[src/rtl/mmio_led_capture_if.sv]
// Core store-bus view used by mmio_led_capture: strobe, address and data.
// The core side drives it (master); the LED capture port only observes (slave).
interface mmio_led_capture_if #(
    parameter int DATA_W = 32
);
    logic              mem_write;
    logic [31:0]       addr;
    logic [DATA_W-1:0] wdata;

    modport master (output mem_write, output addr, output wdata);
    modport slave  (input  mem_write, input  addr, input  wdata);
endinterface

[src/rtl/mmio_led_capture.sv]
// Memory-mapped LED port: keeps the last NCH stores to BASE_ADDR and shows one byte, manual or auto-scrolled.
// Optional MLC_CLEAR_EN: a store to BASE_ADDR+4 wipes the history and count.
module mmio_led_capture #(
    parameter int          DATA_W     = 32,
    parameter int          LED_W      = 8,
    parameter int          NCH        = 4,
    parameter logic [31:0] BASE_ADDR  = 32'h0000_0064,
    parameter int          SCROLL_DIV = 25_000_000
) (
    input  logic                              clk,
    input  logic                              reset,
    mmio_led_capture_if.slave                 bus,
    input  logic                              mode,
    input  logic [$clog2(NCH)-1:0]            sel,
    input  logic [$clog2(DATA_W/LED_W)-1:0]   byte_sel,
    output logic [LED_W-1:0]                  leds,
    output logic [$clog2(NCH):0]              count,
    output logic                              new_pulse
);
    localparam int NB    = DATA_W / LED_W;
    localparam int EW    = $clog2(NCH);
    localparam int BW    = $clog2(NB);
    localparam int CW    = EW + 1;
    localparam int NVIEW = 1 << EW;
    localparam int DIV_W = (SCROLL_DIV > 1) ? $clog2(SCROLL_DIV) : 1;

    logic [DATA_W-1:0] r_hist [NCH];
    logic [CW-1:0]     r_count;
    logic [LED_W-1:0]  r_leds;
    logic              r_pulse;
    logic [DIV_W-1:0]  r_div;
    logic [EW-1:0]     r_e;
    logic [BW-1:0]     r_b;
    logic              r_mode_d;

    logic              w_cap;
    logic              w_clr;
    logic [DIV_W-1:0]  w_div_nxt;
    logic [EW-1:0]     w_e_nxt;
    logic [BW-1:0]     w_b_nxt;
    logic [LED_W-1:0]  w_leds_nxt;
    logic [DATA_W-1:0] w_view [NVIEW];

    assign w_cap = bus.mem_write && (bus.addr == BASE_ADDR);
`ifdef MLC_CLEAR_EN
    assign w_clr = bus.mem_write && (bus.addr == BASE_ADDR + 32'd4);
`else
    assign w_clr = 1'b0;
`endif

    always_ff @(posedge clk or negedge reset) begin
        if (!reset) begin
            for (int i = 0; i < NCH; i++) r_hist[i] <= '0;
            r_count <= '0;
            r_pulse <= 1'b0;
        end else begin
            r_pulse <= w_cap;
            if (w_clr) begin
                for (int i = 0; i < NCH; i++) r_hist[i] <= '0;
                r_count <= '0;
            end else if (w_cap) begin
                for (int i = NCH - 1; i > 0; i--) r_hist[i] <= r_hist[i-1];
                r_hist[0] <= bus.wdata;
                if (r_count != CW'(NCH)) r_count <= r_count + 1'b1;
            end
        end
    end

    // Padded to a power of two so out-of-range selects and stale slots read as zero.
    always_comb begin
        for (int i = 0; i < NVIEW; i++) w_view[i] = '0;
        for (int i = 0; i < NCH; i++) begin
            if (i < int'(r_count)) w_view[i] = r_hist[i];
        end
    end

    always_comb begin
        w_div_nxt = r_div;
        w_e_nxt   = r_e;
        w_b_nxt   = r_b;
        if (mode) begin
            if (!r_mode_d) begin
                w_div_nxt = '0;
                w_e_nxt   = '0;
                w_b_nxt   = '0;
            end else if (r_div == DIV_W'(SCROLL_DIV - 1)) begin
                w_div_nxt = '0;
                if (r_b == BW'(NB - 1)) begin
                    w_b_nxt = '0;
                    w_e_nxt = (r_e == EW'(NCH - 1)) ? '0 : r_e + 1'b1;
                end else begin
                    w_b_nxt = r_b + 1'b1;
                end
            end else begin
                w_div_nxt = r_div + 1'b1;
            end
        end
    end

    // Scroll display follows the pointer value being loaded on this edge.
    always_comb begin
        w_leds_nxt = '0;
        if (mode) w_leds_nxt = w_view[w_e_nxt][w_b_nxt*LED_W +: LED_W];
        else      w_leds_nxt = w_view[sel][byte_sel*LED_W +: LED_W];
    end

    always_ff @(posedge clk or negedge reset) begin
        if (!reset) begin
            r_div    <= '0;
            r_e      <= '0;
            r_b      <= '0;
            r_mode_d <= 1'b0;
            r_leds   <= '0;
        end else begin
            r_div    <= w_div_nxt;
            r_e      <= w_e_nxt;
            r_b      <= w_b_nxt;
            r_mode_d <= mode;
            r_leds   <= w_leds_nxt;
        end
    end

    assign leds      = r_leds;
    assign count     = r_count;
    assign new_pulse = r_pulse;
endmodule
[src/flat_wrapper.sv]
// flat-port wrapper written by rule: the top's interface ports become plain ports
module mmio_led_capture_flat 
#(
    parameter int          DATA_W     = 32,
    parameter int          LED_W      = 8,
    parameter int          NCH        = 4,
    parameter logic [31:0] BASE_ADDR  = 32'h0000_0064,
    parameter int          SCROLL_DIV = 25_000_000
)
  (clk, reset, mode, sel, byte_sel, leds, count, new_pulse, bus_mem_write, bus_addr, bus_wdata);
  mmio_led_capture_if #(.DATA_W(DATA_W)) bus_i ();
  input  logic clk;
  input  logic reset;
  input  logic mode;
  input  logic [$clog2(NCH)-1:0] sel;
  input  logic [$clog2(DATA_W/LED_W)-1:0] byte_sel;
  output logic [LED_W-1:0] leds;
  output logic [$clog2(NCH):0] count;
  output logic new_pulse;
  input wire logic [$bits(bus_i.mem_write)-1:0] bus_mem_write;
  input wire logic [$bits(bus_i.addr)-1:0] bus_addr;
  input wire logic [$bits(bus_i.wdata)-1:0] bus_wdata;
  assign bus_i.mem_write = bus_mem_write;
  assign bus_i.addr = bus_addr;
  assign bus_i.wdata = bus_wdata;
  mmio_led_capture #(.DATA_W(DATA_W), .LED_W(LED_W), .NCH(NCH), .BASE_ADDR(BASE_ADDR), .SCROLL_DIV(SCROLL_DIV)) u_core (.clk(clk), .reset(reset), .bus(bus_i), .mode(mode), .sel(sel), .byte_sel(byte_sel), .leds(leds), .count(count), .new_pulse(new_pulse));
endmodule
[config.mk]
export PLATFORM = sky130hd
export DESIGN_NAME = mmio_led_capture_flat
export DESIGN_NICKNAME = d
export VERILOG_FILES = /design/src/rtl/mmio_led_capture_if.sv /design/src/rtl/mmio_led_capture.sv /design/src/flat_wrapper.sv
export SDC_FILE = /design/constraint.sdc
export NUM_CORES = 1
export LEC_CHECK = 0
export ABC_AREA = 1
export BUFFER_PORTS_ARGS = -buffer_cell sky130_fd_sc_hd__buf_4
export CAP_MARGIN = 20
export CORE_MARGIN = 4
export CORE_UTILIZATION = 65
export CTS_CLUSTER_SIZE = 10
export DETAILED_ROUTE_END_ITERATION = 6
export PLACE_DENSITY_LB_ADDON = 0.1
export SETUP_SLACK_MARGIN = 0.15
export SKIP_CTS_REPAIR_TIMING = 1
export SLEW_MARGIN = 15
export SYNTH_ARGS = -nofsm -noshare
export SYNTH_HDL_FRONTEND = slang
export SYNTH_SLANG_ARGS = --single-unit
[constraint.sdc]
create_clock -name clk -period 3.01 [get_ports clk]
set_input_delay 0.602 -clock clk [delete_from_list [all_inputs] [get_ports clk]]
set_output_delay 0.602 -clock clk [all_outputs]
set_load 0.01 [all_outputs]
==> out/metrics.yaml, run 1 <==
placement:
  place_ws_ps: 450
  dp_cells: 1631
  gp_congestion: 0.949
  portBuffers: 83
  hpwlAfterDp_um: 18000
setup_path:
  endpoint_kind: "flip-flop"
  path_common_cell: "nand2_1"
  crit_required_ps: 3340
  arrival_ps: 2960
  setup.worst_path.start_class: "flip-flop"
  path_max_fanout: 14
  path_cells: "ha_1 -> nand2_1 -> inv_2 -> nand2_2 -> inv_2 -> nand2_1 -> nor2_1 -> nand2_1 -> nand2_1 -> nand2_2 -> clkinv_2 -> nand2_1 -> nand2_2 -> clkinv_1 -> nand3_1 -> nand2_1 -> nand2_1 -> nand2_1"
  critPathMaxStageDelay_ps: 390
  r2r_end: "u_core.leds[0]"
  reg2reg_from: "u_core.r_div[0]"
  r2r_cells: 18
  slowest_stage: "dfrtp_1"
  critPathBufInv: 4
  rrSetupSlack_ps: 390
  crit_type: "reg2reg"
  path_delay_family: "simple AND/OR/NAND/NOR gates"
power:
  power_frac_seq: 0.490
  powerDensity_nw_per_um2: 421
  power.switching_uw: 1210
  netSwitchingFraction: 0.255
  power.internal_uw: 3530
  leakage_uw: 0.00557
  p_clk_frac: 0.440
  combPwrFrac: 0.071
  vdd_drop_max_mv: 0.460
timing:
  period_minus_slack_ps: 2620
  worst_pin_slew_ps: 708
  fmaxAchievable_mhz: 381
  hold_violations: 0
  layout_setup_ws_ps: 387
  report.final.setup_viol: 0
  totalNegativeSetupSlack_ps: 0
  grt_setup_unrepaired: "false"
  slew_viol_final: 0
  fin_worst_skew_ps: 5.96
  period_share: 0.871
  maxSlewHeadroom: 0.528
synthesis:
  ys_seq_area_frac: 0.422
  netlist_area_um2: 10100
  synth_cell_types: 47
  synth_flop_cell: "dfrtp_1"
  synthArstFlopShare: 1.00
  synth_cells: 1434
  synth_area_per_cell_um2: 7.04
  yosysWarningCount: 0
  synth-edff-count: 0
  syn-num-nets: 1511
  synth-seq-cells: 170
global_route:
  grt_pass1_wl_um: 46000
  grt.total_usage: 0.320
  antenna_found_initial: 0
  grt_max_degree: 119
  globalRouteOverflowTotal: 0
  grt_pass1_vias: 9353
detailed_routing:
  drc: 0
  viasPerCell: 6.03
  wl_um: 27600
  vias: 10000
  antenna_left: 0
  avgRoutedWirePerCell_um: 16.6
  drtIter0Drc: 1604
  dr.pass1.iters: 7
cells_and_area:
  fin_cells: 1663
  seq_area_um2: 4250
  syn2layout_area_growth_pct: 11.5
  num-fill-cells: 1259
  layout_commonest_cell: "nand2_1"
  layout.nets: 1539
  antenna_cells: 0
  post_route_cells_drive_above_1_share: 0.114
  multi_input_area_um2: 4930
  mostFrequentLayoutCells: "nand2_1 (485), nand3_1 (209), dfrtp_1 (170)"
floorplan:
  io_pins: 84
  die-area_um2: 17600
  coreArea_um2: 15200
  initial_core_util: 0.664
  die_h_um: 133
  num_rows: 45
  die_width_um: 133
cts:
  cts.clk_slew.worst_paths_ps: 70
  cts_buffers: 17
  tritoncts: "done"
  clockBufferDepth: 2
  cts-root-buf: "clkbuf_16"
  htree_levels: 4
  insertion_delay_ps: 440
  cts.sinks: 170
outcome:
  status: "complete, no violations"
job:
  cap_violations: 0
worst_hold_path:
  min_path_type: "in2async"
==> Yosys cell counts, types with 7 or more instances <==
library cell	n	area [um^2]
nand2_1	486	1820
nand3_1	209	1050
dfrtp_1	170	4250
o21ai_0	141	706
nor2_1	101	379
inv_1	89	334
clkbuf_1	42	158
buf_2	28	140
o221ai_1	27	236
a21oi_1	21	105
buf_6	14	158
nor3_1	13	65.1
inv_2	10	37.5
nor4_1	7	43.8
==> worst reg2reg max path, cell delays in order, from the launching register on <==
cell and delay (ps):
dfrtp_1 390, ha_1 190, nand2_1 70, inv_2 60
nand2_2 80, inv_2 80, nand2_1 50, nor2_1 110
nand2_1 70, nand2_1 90, nand2_2 110, clkinv_2 200
nand2_1 90, nand2_2 210, clkinv_1 340, nand3_1 210
nand2_1 60, nand2_1 60, nand2_1 60
==> cell families (layout without fill, tap and decap cells) <==
| family | Yosys count | count (layout) | share of synthesized area |
|---|---|---|---|
| simple gates | 842 | 842 | 0.353 |
| buf+inv | 199 | 240 | 0.0906 |
| flops | 170 | 170 | 0.422 |
| xor+xnor | 6 | 6 | 0.00521 |
| compound gates | 211 | 211 | 0.122 |
| mux | 1 | 1 | 0.00112 |
| fa+ha+maj | 5 | 5 | 0.00620 |
==> layer usage <==
layer | part of all wire | vias to the layer above | routed length (um) | GRT usage
met5 | 0 | - | 0 | 0
met4 | 0.035 | 0 | 964 | 0.141
met3 | 0.096 | 92 | 2660 | 0.0616
met2 | 0.46 | 548 | 12700 | 0.501
met1 | 0.41 | 4631 | 11300 | 0.436
li1 | - | 4752 | - | -
==> power groups by stage <==
stage / combinational (uW) / clock (uW) / sequential (uW)
global route: 369 / 2190 / 2320
floorplan: 148 / 0 / 2360
finish: 336 / 2090 / 2320
CTS: 333 / 2110 / 2320
detailed placement: 332 / 0 / 2360
global placement: 324 / 0 / 2360
==> state kept, by name, indices dropped and copies added (netlist names) <==
register and count:
u_core.r_e 2, u_core.r_b 2, u_core.r_hist 128, u_core.count 3
u_core.new_pulse 1, u_core.r_div 25, u_core.leds 8, u_core.r_mode_d 1
==> cell type report <==
type                            count  area share
Clock buffer                       19      0.0394
Clock inverter                     13     0.00967
Inverter                          104      0.0349
Multi-Input combinational cell   1065       0.439
Sequential cell                   170       0.378
Tap cell                          188      0.0209
Timing Repair Buffer              104      0.0786
==> how the worst max path moves through the flow <==
stage,from,to,slack (ps),cells past startpoint
3_3_place_gp,mode,u_core.leds[5],500,14
5_1_grt,u_core.r_div[0],u_core.leds[0],160,18
2_1_floorplan,bus_addr[11],u_core.r_hist[100],890,9
3_5_place_dp,mode,u_core.leds[5],450,13
6_report,u_core.r_div[0],u_core.leds[0],390,18
4_1_cts,u_core.r_div[0],u_core.leds[0],430,18
==> metrics by stage <==
stage,instance area [um^2],utilization,hold WS [ps],power (uW)
finish,11300,0.740,148,4740
global route,11300,0.740,195,4890
CTS,11300,0.740,173,4760
detailed placement,10700,0.704,458,2700
global placement,10700,0.704,454,2690
floorplan,10100,-,306,2510
Power figures use the tool's default switching activity.
==> run 2, diff against run 1 <==
- CORE_ASPECT_RATIO: default -> 2
==> run 2 against run 1 <==
  * The run now ends with design-rule violations left
  * Combinational power rose by 4%
  * Worst hold slack got worse by 31 ps
  * Via count rose by 1.9%
  * Register-to-register slack gained 30 ps
  * Clock power fell by 3%
  * Sequential share of layout area down 0.25 points
  * Maximum frequency up 1.0%
  * Worst setup slack improved by 27 ps
  * Clock skew up 1.9 ps
  * Sequential power is essentially flat
  * Utilization rose by 0.051 points
==> out/metrics.yaml, run 2 (synthesis results as in run 1) <==
outcome:
  status: "finished with violations"  # was complete, no violations
  violations: "design-rule violations"
global_route:
  grt_max_degree: 119  # unchanged
  globalRouteOverflowTotal: 0  # unchanged
  grt.total_usage: 0.354  # was 0.320
  grt_pass1_vias: 9899  # was 9353
  antenna_found_initial: 0  # unchanged
  grt_pass1_wl_um: 48700  # was 46000 um
setup_path:
  arrival_ps: 2910  # was 2960 ps
  critPathMaxStageDelay_ps: 410  # was 390 ps
  rrSetupSlack_ps: 410  # was 390 ps
  path_cells: "ha_1 -> nand2_1 -> inv_2 -> nand2_2 -> inv_2 -> nand2_1 -> nor2_1 -> nand2_1 -> nand2_1 -> nand2_2 -> clkinv_2 -> o21ai_2 -> nand2_2 -> inv_2 -> buf_4 -> nand3_1 -> nand3_1 -> nand2_1 -> nand2_1 -> nand2_1"  # was ha_1 -> nand2_1 -> inv_2 -> nand2_2 -> inv_2 -> nand2_1 -> nor2_1 -> nand2_1 -> nand2_1 -> nand2_2 -> clkinv_2 -> nand2_1 -> nand2_2 -> clkinv_1 -> nand3_1 -> nand2_1 -> nand2_1 -> nand2_1
  endpoint_kind: "flip-flop"  # unchanged
  critPathBufInv: 5  # was 4
  crit_required_ps: 3320  # was 3340 ps
  path_max_fanout: 14  # unchanged
  path_delay_family: "simple AND/OR/NAND/NOR gates"  # unchanged
  slowest_stage: "dfrtp_1"  # unchanged
  path_common_cell: "nand2_1"  # unchanged
  setup.worst_path.start_class: "flip-flop"  # unchanged
  crit_type: "reg2reg"  # unchanged
detailed_routing:
  dr.pass1.iters: 7  # unchanged
  wl_um: 29600  # was 27600 um
  drtIter0Drc: 1084  # was 1604
  antenna_left: 0  # unchanged
  avgRoutedWirePerCell_um: 17.6  # was 16.6 um
  vias: 10200  # was 10000
  drc: 1  # was 0
  viasPerCell: 6.08  # was 6.03
cts:
  cts-root-buf: "clkbuf_16"  # unchanged
  cts.clk_slew.worst_paths_ps: 70  # about the same
  cts_buffers: 17  # unchanged
  tritoncts: "done"  # unchanged
  insertion_delay_ps: 430  # was 440 ps
  clockBufferDepth: 2  # unchanged
  htree_levels: 4  # unchanged
  cts.sinks: 170  # unchanged
floorplan:
  die_width_um: 96.1  # was 133 um
  io_pins: 84  # unchanged
  num_rows: 64  # was 45
  die-area_um2: 17700  # was 17600 um^2
  initial_core_util: 0.660  # was 0.664
  coreArea_um2: 15300  # was 15200 um^2
  die_h_um: 184  # was 133 um
cells_and_area:
  fin_area_um2: 11300  # about the same
  antenna_cells: 0  # unchanged
  top_register: "u_core.r_hist"  # unchanged
  layout.nets: 1547  # was 1539
  mostFrequentLayoutCells: "nand2_1 (485), nand3_1 (209), dfrtp_1 (170)"  # unchanged
  syn2layout_area_growth_pct: 12.3  # was 11.5%
  num-fill-cells: 1255  # was 1259
  post_route_cells_drive_above_1_share: 0.120  # was 0.114
  layout_commonest_cell: "nand2_1"  # unchanged
  largest_reg_flops: 128  # unchanged
timing:
  fmaxAchievable_mhz: 385  # was 381 MHz
  worst_pin_slew_ps: 896  # was 708 ps
  fin_worst_skew_ps: 7.86  # was 5.96 ps
  layout_setup_ws_ps: 414  # was 387 ps
  grt_setup_unrepaired: "false"  # unchanged
  period_share: 0.862  # was 0.871
  slew_viol_final: 0  # unchanged
  report.final.setup_viol: 0  # unchanged
  maxSlewHeadroom: 0.395  # was 0.528
  totalNegativeSetupSlack_ps: 0  # unchanged
  period_minus_slack_ps: 2600  # was 2620 ps
  hold_violations: 0  # unchanged
job:
  cap_violations: 0  # unchanged
placement:
  place_ws_ps: 445  # was 450 ps
  gp_congestion: 0.906  # was 0.949
  portBuffers: 83  # unchanged
  place_area_um2: 10800  # was 10700 um^2
  hpwlAfterDp_um: 19700  # was 18000 um
power:
  powerDensity_nw_per_um2: 414  # was 421 nW/um^2
  leakage_uw: 0.00562  # was 0.00557 uW
  vdd_drop_max_mv: 0.477  # was 0.460 mV
  finalPower_uw: 4690  # was 4740 uW
worst_hold_path:
  min_path_type: "in2async"  # unchanged
-- run 2: cell count changes in the layout (fill, tap and decap cells not counted), sizes merged --
cell	previous run	this run
clkinvlp	3	4
inv	104	100
buf	104	112
clkinv	10	14
clkbuf	19	18
-- run 2: worst paths after layout --
kind                              startpoint                 end  cells after the start
max in group asynchronous              reset   u_core.r_hist[90]                      2
min reg2reg                u_core.r_hist[16]   u_core.r_hist[16]                      2
min in group clk               bus_wdata[11]  u_core.r_hist[107]                      3
max                          u_core.r_div[0]      u_core.leds[4]                     20
max reg2reg                  u_core.r_div[0]      u_core.leds[4]                     20
min                                    reset    u_core.r_div[10]                      1
-- run 2: report_power, final --
group          leakage [uW]  switching, uW  internal [uW]
logic               0.00321            213            135
clock network      0.000262            943           1080
registers           0.00214           16.3           2300
total               0.00562           1170           3520
-- run 2: layer usage --
metal  part of all wire  vias up  track usage
li1                   -     4767            -
met1               0.36     4729        0.426
met2               0.50      583        0.579
met3              0.078      139       0.0556
met4              0.065        0        0.223
met5                  0        -            0
-- run 2: layout make-up --
cell class | count | area [um^2] | area share
Multi-Input combinational cell | 1065 | 4930 | 0.436
Sequential cell | 170 | 4250 | 0.375
Timing Repair Buffer | 112 | 957 | 0.0845
Clock buffer | 18 | 439 | 0.0388
Inverter | 104 | 397 | 0.0350
Tap cell | 198 | 248 | 0.0219
Clock inverter | 14 | 100 | 0.00883
-- run 2: per-stage QoR --
stage,cells,utilization,hold WS [ps]
floorplan,1434,-,306
global placement,1649,0.705,454
detailed placement,1649,0.705,458
CTS,1681,0.741,150
global route,1681,0.741,162
finish,1681,0.741,118
==> run 3, diff against run 2 <==
- ABC_CLOCK_PERIOD_IN_PS: default -> 3300
- GPL_TIMING_DRIVEN: default -> 0
- clock period: 3.01 -> 3.3 ns (I/O delays scaled with it)
==> run 3 against run 2 <==
  * The run still ends with design-rule violations left
  * Sequential power fell by 9.1%
  * Final cell count grew 3.8%
  * Largest cell class unchanged
  * Worst hold slack better by 9.1 ps
  * Maximum frequency fell by 13%
==> out/metrics.yaml, run 3 (synthesis results as in run 1) <==
detailed_routing:
  viasPerCell: 6.58  # was 6.08
  dr.pass1.iters: 7  # unchanged
  vias: 11500  # was 10200
  wl_um: 41900  # was 29600 um
  avgRoutedWirePerCell_um: 24.0  # was 17.6 um
  antenna_left: 0  # unchanged
  drc: 8  # was 1
  drtIter0Drc: 1976  # was 1084
setup_path:
  slowest_stage: "clkbuf_1"  # was dfrtp_1
  critPathMaxStageDelay_ps: 400  # was 410 ps
  path_cells: "buf_2 -> a21oi_2 -> clkinv_1 -> clkbuf_1 -> nand2_1 -> nor2_1 -> o221ai_1 -> nand3_1 -> nand3_1 -> nand2_1"  # was ha_1 -> nand2_1 -> inv_2 -> nand2_2 -> inv_2 -> nand2_1 -> nor2_1 -> nand2_1 -> nand2_1 -> nand2_2 -> clkinv_2 -> o21ai_2 -> nand2_2 -> inv_2 -> buf_4 -> nand3_1 -> nand3_1 -> nand2_1 -> nand2_1 -> nand2_1
  crit_type: "reg2reg"  # unchanged
  endpoint_kind: "flip-flop"  # unchanged
  rrSetupSlack_ps: 300  # was 410 ps
  path_max_fanout: 10  # was 14
  path_delay_family: "buffers and inverters"  # was simple AND/OR/NAND/NOR gates
  crit_required_ps: 3640  # was 3320 ps
  setup.worst_path.start_class: "flip-flop"  # unchanged
  critPathBufInv: 3  # was 5
  arrival_ps: 3340  # was 2910 ps
floorplan:
  io_pins: 84  # unchanged
  die-area_um2: 17700  # unchanged
  initial_core_util: 0.660  # unchanged
  num_rows: 64  # unchanged
  die_h_um: 184  # unchanged
  die_width_um: 96.1  # unchanged
  coreArea_um2: 15300  # unchanged
timing:
  worst_pin_slew_ps: 992  # was 896 ps
  slew_viol_final: 0  # unchanged
  totalNegativeSetupSlack_ps: 0  # unchanged
  maxSlewHeadroom: 0.339  # was 0.395
  report.final.setup_viol: 0  # unchanged
  period_share: 0.909  # was 0.862
  grt_setup_unrepaired: "false"  # unchanged
  hold_violations: 0  # unchanged
  layout_setup_ws_ps: 301  # was 414 ps
  fin_worst_skew_ps: 10.9  # was 7.86 ps
  fmaxAchievable_mhz: 333  # was 385 MHz
  period_minus_slack_ps: 3000  # was 2600 ps
global_route:
  antenna_found_initial: 0  # unchanged
  grt_pass1_vias: 11800  # was 9899
  grt.total_usage: 0.503  # was 0.354
  globalRouteOverflowTotal: 0  # unchanged
  grt_pass1_wl_um: 64900  # was 48700 um
  grt_max_degree: 112  # was 119
cts:
  cts.sinks: 170  # unchanged
  insertion_delay_ps: 460  # was 430 ps
  clockBufferDepth: 2  # unchanged
  htree_levels: 4  # unchanged
  cts_buffers: 17  # unchanged
  cts-root-buf: "clkbuf_16"  # unchanged
  cts.clk_slew.worst_paths_ps: 70  # about the same
  tritoncts: "done"  # unchanged
outcome:
  violations: "design-rule violations"  # unchanged
  status: "finished with violations"  # unchanged
cells_and_area:
  layout_commonest_cell: "nand2_1"  # unchanged
  layout.nets: 1613  # was 1547
  post_route_cells_drive_above_1_share: 0.127  # was 0.120
  top_register: "u_core.r_hist"  # unchanged
  antenna_cells: 0  # unchanged
  syn2layout_area_growth_pct: 15.5  # was 12.3%
  fin_cells: 1745  # was 1681
  largest_reg_flops: 128  # unchanged
  mostFrequentLayoutCells: "nand2_1 (486), nand3_1 (206), dfrtp_1 (170)"  # was nand2_1 (485), nand3_1 (209), dfrtp_1 (170)
power:
  leakage_uw: 0.00579  # was 0.00562 uW
  vdd_drop_max_mv: 0.477  # about the same
  finalPower_uw: 4750  # was 4690 uW
  powerDensity_nw_per_um2: 407  # was 414 nW/um^2
job:
  cap_violations: 0  # unchanged
placement:
  portBuffers: 81  # was 83
  dp_cells: 1714  # was 1649
  place_ws_ps: 333  # was 445 ps
  hpwlAfterDp_um: 30000  # was 19700 um
  gp_congestion: 1.24  # was 0.906
worst_hold_path:
  min_path_type: "in2async"  # unchanged
run 3: final timing paths:
kind	startpoint	to	cells past startpoint
setup / recovery	u_core.count[2]	u_core.leds[0]	10
hold / removal	reset	u_core.leds[0]	1
setup reg to reg	u_core.count[2]	u_core.leds[0]	10
hold reg to reg	u_core.r_hist[28]	u_core.r_hist[28]	2
max in group asynchronous	reset	u_core.r_hist[51]	2
min in group clk	mode	u_core.r_mode_d	1
run 3: area by class of cell:
type | count | area, um^2
multi-input combinational | 1065 | 4940
clock buffer | 18 | 429
fill | 1115 | 3640
clock inverter | 12 | 213
tap | 198 | 248
buffer | 95 | 526
sequential | 170 | 4250
inverter | 104 | 397
timing repair buffer | 83 | 651
run 3: layer usage:
layer | vias to the layer above | share of wire | track usage
li1 | 4909 | - | -
met1 | 5144 | 0.30 | 0.516
met2 | 1041 | 0.45 | 0.738
met3 | 390 | 0.12 | 0.197
met4 | 0 | 0.13 | 0.518
met5 | - | 0 | 0
run 3: stage by stage:
step	area [um^2]	utilization	hold slack, ps
floorplan	10100	-	364
finish	11700	0.762	127
detailed placement	11000	0.718	458
CTS	11600	0.760	151
global placement	10900	0.716	454
global route	11700	0.762	179
run 3: power breakdown:
group / switching [uW] / internal, uW
Clock: 922 / 1350
Sequential: 12.9 / 2100
Combinational: 233 / 125
